===== config.mk =====
export PLATFORM = sky130hd
export DESIGN_NAME = mant_lzc_norm_pipe
export DESIGN_NICKNAME = d
export VERILOG_FILES = /design/src/rtl/mant_lzc_norm_pipe.sv
export SDC_FILE = /design/constraint.sdc
export NUM_CORES = 1
export LEC_CHECK = 0
export BUFFER_PORTS_ARGS = -buffer_cell sky130_fd_sc_hd__clkbuf_2
export CELL_PAD_IN_SITES_DETAIL_PLACEMENT = 1
export CELL_PAD_IN_SITES_GLOBAL_PLACEMENT = 1
export CORE_MARGIN = 2
export CORE_UTILIZATION = 38
export DETAILED_ROUTE_END_ITERATION = 6
export PLACE_DENSITY = 0.89
export SETUP_SLACK_MARGIN = 0.1
export SYNTH_ARGS = -nofsm -noshare
export SYNTH_HDL_FRONTEND = slang
export SYNTH_SLANG_ARGS = --single-unit

===== constraint.sdc =====
create_clock -name clk -period 4.7 [get_ports clk]
set_clock_uncertainty 0.1 [all_clocks]
set_input_delay 0.47 -clock clk [delete_from_list [all_inputs] [get_ports clk]]
set_output_delay 0.47 -clock clk [all_outputs]
set_load 0.02 [all_outputs]

===== src/rtl/mant_lzc_norm_pipe.sv =====
// ---------------------------------------------------------------------------
// mant_lzc_norm_pipe
//
// Two-stage normalization controller for the FP multiply datapath. Stage 1
// registers the unnormalized mantissa and biased exponent. Stage 2 counts
// leading zeros, clamps the shift against the exponent for gradual underflow
// and registers mantissa, shift amount and adjusted exponent for the 24-bit
// barrel left shifter that follows.
//
// Ports:
//   clk, rst            clock; synchronous active-high reset
//   in_valid/in_ready   input handshake (in_ready combinational from out_ready)
//   mant_in[23:0]       unnormalized mantissa, bit 23 = hidden-bit position
//   exp_in[EXP_W-1:0]   biased exponent
//   out_valid/out_ready output handshake
//   mant_out[23:0]      registered mant_in, unshifted (shifter data input)
//   nshiftleft[4:0]     left shift amount 0..23 (shifter shift input)
//   exp_out[EXP_W-1:0]  adjusted biased exponent
//   zero                mantissa was all zeros
//   underflow           shift was clamped by the exponent (denormal result)
//   uf_count[15:0]      saturating count of underflow output transfers
//                       (present only when LZC_UNDERFLOW_CNT_EN is defined)
//
// Parameter: EXP_W, biased exponent width, valid for 5..11.
// ---------------------------------------------------------------------------
module mant_lzc_norm_pipe #(
    parameter int unsigned EXP_W = 8
) (
    input  logic             clk,
    input  logic             rst,
    input  logic             in_valid,
    output logic             in_ready,
    input  logic [23:0]      mant_in,
    input  logic [EXP_W-1:0] exp_in,
    output logic             out_valid,
    input  logic             out_ready,
    output logic [23:0]      mant_out,
    output logic [4:0]       nshiftleft,
    output logic [EXP_W-1:0] exp_out,
    output logic             zero,
    output logic             underflow
`ifdef LZC_UNDERFLOW_CNT_EN
    ,
    output logic [15:0]      uf_count
`endif
);

    // Comparison width: wide enough for both the exponent and the 0..24 count.
    localparam int unsigned CW = (EXP_W > 5) ? EXP_W : 5;

    // Balanced leading-zero counter. The mantissa is padded with eight ones
    // to 32 bits so the tree is a clean 5-level binary reduction and the
    // all-zero mantissa naturally yields 24. Each merge takes the left count
    // unless the left half is all zero, in which case it prefixes a 1 to the
    // right count. Nodes are reduced in place: node j reads 2j and 2j+1, which
    // are never already overwritten at that point.
    function automatic logic [4:0] lzc24(input logic [23:0] m);
        logic [31:0] x;
        logic [4:0]  cnt [0:31];
        logic        zf  [0:31];
        logic [4:0]  c_new;
        logic        z_new;
        x = {m, 8'hFF};
        for (int unsigned i = 0; i < 32; i++) begin
            zf[i]  = ~x[31 - i];
            cnt[i] = '0;
        end
        for (int unsigned l = 0; l < 5; l++) begin
            for (int unsigned j = 0; j < (32 >> (l + 1)); j++) begin
                c_new  = zf[2*j] ? ((5'd1 << l) | cnt[2*j + 1]) : cnt[2*j];
                z_new  = zf[2*j] & zf[2*j + 1];
                cnt[j] = c_new;
                zf[j]  = z_new;
            end
        end
        return cnt[0];
    endfunction

    logic             s1_valid;
    logic [23:0]      s1_mant;
    logic [EXP_W-1:0] s1_exp;

    logic             s2_adv;
    logic             s1_adv;

    logic [4:0]       lz;
    logic [CW-1:0]    e_ext;
    logic [CW-1:0]    lz_ext;
    logic [4:0]       nsl_n;
    logic [EXP_W-1:0] exp_n;
    logic             zero_n;
    logic             uf_n;

    always_comb begin
        s2_adv   = !out_valid || out_ready;
        s1_adv   = !s1_valid || s2_adv;
        in_ready = s1_adv;
    end

    // Stage 2 arithmetic on zero-extended values.
    always_comb begin
        lz     = lzc24(s1_mant);
        e_ext  = CW'(s1_exp);
        lz_ext = CW'(lz);
        nsl_n  = '0;
        exp_n  = '0;
        zero_n = 1'b0;
        uf_n   = 1'b0;
        if (s1_mant == '0) begin
            zero_n = 1'b1;
        end else if (e_ext > lz_ext) begin
            nsl_n = lz;
            exp_n = EXP_W'(e_ext - lz_ext);
        end else if (e_ext != '0) begin
            // exp <= lz <= 23 here, so exp-1 always fits in 5 bits.
            nsl_n = 5'(e_ext - CW'(1));
            uf_n  = 1'b1;
        end else begin
            uf_n = 1'b1;
        end
    end

    always_ff @(posedge clk) begin
        if (rst) begin
            s1_valid <= 1'b0;
            s1_mant  <= '0;
            s1_exp   <= '0;
        end else if (s1_adv) begin
            s1_valid <= in_valid;
            if (in_valid) begin
                s1_mant <= mant_in;
                s1_exp  <= exp_in;
            end
        end
    end

    always_ff @(posedge clk) begin
        if (rst) begin
            out_valid  <= 1'b0;
            mant_out   <= '0;
            nshiftleft <= '0;
            exp_out    <= '0;
            zero       <= 1'b0;
            underflow  <= 1'b0;
        end else if (s2_adv) begin
            out_valid <= s1_valid;
            if (s1_valid) begin
                mant_out   <= s1_mant;
                nshiftleft <= nsl_n;
                exp_out    <= exp_n;
                zero       <= zero_n;
                underflow  <= uf_n;
            end
        end
    end

`ifdef LZC_UNDERFLOW_CNT_EN
    always_ff @(posedge clk) begin
        if (rst) begin
            uf_count <= '0;
        end else if (out_valid && out_ready && underflow && (uf_count != '1)) begin
            uf_count <= uf_count + 16'd1;
        end
    end
`endif

endmodule


Yosys cells after proc, flatten, opt, wreduce, memory -nomap -nowiden
Cells that the tools add are included. Widths: inputs -> output; s select.

Register bits: 73. Input port bits: 36. Output and inout bits: 41. Logic and storage cells: 98.

$add $sub $neg: 2. Order comparisons: 1. Muxes and demuxes: 32. Bitwise operators: 46. Reductions and logical operators: 8.

Operators by type and width (count): $logic_not 24->1 (1); $not 1->1 (24); $and 1x1->1 (22); $mux 5 (4); $mux 8 (2); $mux 1 (15); $mux 2 (6); $mux 3 (3); $gt 8x5->1 (1); $mux 4 (2); $reduce_bool 8->1 (1); $sub 8x5->8 (1); $sub 5x1->5 const B (1); $reduce_and 2->1 (2); $logic_not 1->1 (2); $logic_or 1x1->1 (2).

Depth between registers and ports, before layout
Depth in word-level cells: 9. Mapped depth: 15. Depth with buffers taken out: 14.

Least setup slack after synthesis
Ideal clock, no wire load.

Path type: flip-flop to flip-flop. From: register s1_mant[12]. To: register nshiftleft[4]. Library setup time: 122 ps. Arrival: 3108 ps. Required time: 4478 ps. Setup slack: 1370 ps. Cell stages (with the launch flop): 14. Path buffers: 1. Period minus slack after synthesis: 3330 ps. Cells stage by stage: dfxtp_1 -> nor4_2 -> nand2_1 -> o311a_1 -> nor3_1 -> ha_1 -> inv_1 -> fa_1 -> a21oi_1 -> a21oi_1 -> o21ai_1 -> a22oi_2 -> buf_2 -> a221o_1.

Cells in the longest elaborated chain, start to end: 9. Elaborated cells on any way between the ends: 12. Classes of those cells: order compare (1); mux (5); bitwise (5); reduce/logical (1).

Ends and longest elaborated chain: start: declaration (line 80) `logic [23:0] s1_mant;`; start signal: assignment (line 131) `s1_mant <= mant_in;`; $not 1->1 (line 65) `zf[i] = ~x[31 - i];`; $and 1x1->1 (2 in series) (line 71) `z_new = zf[2*j] & zf[2*j + 1];`; $mux 3 / $and 1x1->1 (equally long branches) (line 70, 71); $mux 4 / $and 1x1->1 (equally long branches) (line 70, 71); $mux 5 (line 70) `c_new = zf[2*j] ? ((5'd1 << l) | cnt[2*j + 1]) : cnt[2*j];`; $gt 8x5->1 (line 111) `end else if (e_ext > lz_ext) begin`; $mux 5 (line 111); $mux 5 (*) (line 109) `if (s1_mant == '0) begin`; end signal: assignment (line 149) `nshiftleft <= nsl_n;`; end: declaration (line 38) `output logic [4:0] nshiftleft,`.

Every way passes the cells marked *; elsewhere a longest branch is shown, timed or not. A chain may end at the register's enable or synchronous reset.

Final worst setup path
From: register s1_mant[8]. To: register underflow.

Cells in the longest elaborated chain, start to end: 9. Elaborated cells on any way between the ends: 10. Classes of those cells: order compare (1); mux (3); bitwise (5); reduce/logical (1).

Ends and longest elaborated chain: $not 1->1 (line 65); $and 1x1->1 (4 in series) (line 71); $mux 5 (line 70); $gt 8x5->1 (line 111); $mux 1 (line 111); $mux 1 (*) (line 109); end signal: assignment (line 152) `underflow <= uf_n;`; end: declaration (line 41) `output logic underflow`.

Marked as above.

==> results.yml <==
pwr:
  p_leak_uw: 0.001563
  vdd_drop_max_mv: 0.1384
  p_per_area_nw_per_um2: 395.9
placed_design:
  finalWeightedCongestion: 0.8751
  port_buffers: 76
  dp_hpwl_mm: 6.521
  dp_cells: 567
timing:
  slew_headroom_pct: 26.59
  tns_ns: 0
  period_needed_ns: 3.908
  final.period_utilization_pct: 83.14
  setup_viol: 0
  tightest_slew_ns: 1.099
  finalHoldViolCount: 0
  slew_viol_final: 0
  rsz0062_at_grt: "no"
  maxClockFrequency_ghz: 0.2559
yosys:
  ys_ff_latch: 73
  synth_area_leaders: "dfxtp_1, nand2_1, a21oi_1, clkbuf_1, ha_1"
  syn_area_um2: 3182
  yosys.area.top_type_share_pct: 45.93
  yosysWarnings: 0
  synth_nets: 450
  synthArstFlopShare_pct: 0
  yosysSeqAreaShare_pct: 45.93
  avgSynthCellArea_um2: 7.818
  yosys.area.top_type: "dfxtp_1"
  yosys_most_used_dff: "dfxtp_1"
  synth.distinct_cells: 45
  postSynthCellCount: 407
  synth_edf_count: 0
setup_path:
  crit_type: "reg -> reg"
  critPathLaunchType: "flip-flop"
  cp-startpoint: "s1_mant[8]"
  rrSetupSlack_ns: 0.79
  r2r-end: "underflow"
  cp_max_fo: 13
  crit_arrival_ns: 4.09
  rr_startpoint: "s1_mant[8]"
  worstPathRequired_ns: 4.88
  cp-end-kind: "flip-flop"
  reg2reg_depth: 13
clock_tree:
  cts_tree: "yes"
  clk_latency_ns: 0.36
  cts_setup_buffers: 0
  cts-resized-gates: 0
  clock_sinks: 73
  root_buffer: "clkbuf_8"
  cts_inserted_buffers: 9
  cts.path.max_buffers: 2
  htree_num_levels: 3
  clk_pin_slew_ns: 0.08
  postCtsHoldBufs: 0
worst_hold_path:
  hold_class: "in -> reg"
  hold_start: "mant_in[11]"
  min_to: "s1_mant[11]"
  hold_depth: 3
die:
  die_y_um: 95.51
  fp-row-count: 33
  die_area_um2: 9121
  core_area_um2: 8175
  die_w_um: 95.51
  num_io_pins: 77
  start_util_pct: 38.92
outcome:
  outcome: "finished, final reports clean"
flow_run:
  max-cap-violations: 0
route:
  finalWirelength_mm: 8.965
  wl_per_cell_um: 15.38
  drt_iter0_markers: 155
  viasPerCell: 5.261
  postRouteAntennaNets: 0
  drcViolationCount: 0
  dr.pass1.iters: 4
  vias: 3067
finish:
  syn2layout_area_growth_pct: 21.27
  layout.cells.non_filler: 583
  diodes: 0
  final_core_util_pct: 47.20
  layout.nets: 516
  layout-drive-gt1-share_pct: 22.18
grt:
  overflow: 0
  grt_first_pass_wirelength_mm: 14.60
  grt_pass1_vias: 3040
  grt_max_degree: 36
  antenna_found_initial: 0
  grtUsageTotal_pct: 20.63
## cells in the final DEF, fill, tap and decap left out, types with 4 or more instances in the layout
master,instances
clkbuf_8,11
inv_1,9
nand3_1,7
xnor2_1,8
ha_1,6
nor4_1,4
o311ai_0,4
nand2_1,133
dfxtp_1,73
nor3_1,5
o21ai_0,8
a21oi_1,66
clkbuf_2,76
nor2_1,17
## report_power, final
group	leakage [uW]	switching (uW)	internal, uW
Clock	0.000109	235	328
Combinational	0.000858	171	108
Sequential	0.000597	34.3	651
Total	0.00156	440	1090
## sequential cells by signal, indices dropped and copies added, names as in the netlist
register and count:
out_valid 1, e_ext 8, s1_mant 24, underflow 1
s1_valid 1, mant_out 24, zero 1, nshiftleft 5
exp_out 8
## worst max path at each step
| stage | slack [ns] | end | cells past startpoint |
|---|---|---|---|
| 2_1_floorplan | 1.37 | nshiftleft[4] | 13 |
| 3_3_place_gp | 1.06 | underflow | 13 |
| 3_5_place_dp | 0.84 | underflow | 13 |
| 4_1_cts | 0.78 | underflow | 13 |
| 5_1_grt | 0.53 | underflow | 13 |
| 6_report | 0.79 | underflow | 13 |
## layer usage
layer | part of all wire (%) | vias to the layer above | GRT usage (%) | wire [um]
met5 | 0 | - | 0 | 0
met3 | 5.1 | 15 | 4.901 | 461
met4 | 2.3 | 0 | 8.095 | 210
met1 | 44 | 1461 | 26.55 | 3980
li1 | - | 1508 | - | -
met2 | 48 | 83 | 33.39 | 4312
## synth_stat cells (3+ instances only)
master    count
ha_1          6
nor2_1       17
a21oi_1      67
nand3_1       7
clkbuf_1     23
nand2b_1      3
nor4_2        3
inv_1         9
nor4_1        4
xnor2_1       8
nand2_1     133
dfxtp_1      73
nor3_1        5
o21ai_0       8
o311ai_0      4
## final cells by class
| class | count | area [um2] |
|---|---|---|
| Clock inverter | 4 | 75.07 |
| Multi-Input combinational cell | 301 | 1599 |
| Sequential cell | 73 | 1461 |
| Clock buffer | 12 | 155.1 |
| Inverter | 9 | 33.78 |
| Tap cell | 105 | 131.4 |
| Timing Repair Buffer | 79 | 402.9 |
| Fill cell | 1049 | 4317 |
## critical path: stages, from the launching register on
cell,delay (ns)
dfxtp_1,0.37
nor4_2,0.55
nand2_1,0.14
o311a_1,0.36
nor3_1,0.28
ha_1,0.24
inv_1,0.07
fa_1,0.40
a21oi_1,0.28
a21oi_1,0.10
o21ai_1,0.20
a22oi_2,0.23
or3_1,0.40
a21oi_1,0.13
## cell families after synthesis
logic type | share of synthesized area, %
and+or+nand+nor | 25.13
adders and majority gates | 3.342
DFF | 45.93
buffers and inverters | 3.932
AOI/OAI and AO/OA | 18.92
xor gates and xnor gates | 2.753
## stage by stage
| stage | hold WS, ns | area (um2) | power, uW | setup WS (ns) |
|---|---|---|---|---|
| after detailed placement | 0.3502 | 3628 | 978.8 | 0.8389 |
| after global routing | 0.2285 | 3859 | 1601 | 0.5263 |
| final | 0.2318 | 3859 | 1528 | 0.7925 |
| after global placement | 0.3387 | 3628 | 966.3 | 1.061 |
| after CTS | 0.2217 | 3859 | 1539 | 0.7784 |
| after floorplan | 0.3534 | 3182 | 890.6 | 1.370 |
No activity file was read; power rests on OpenSTA's default activity.
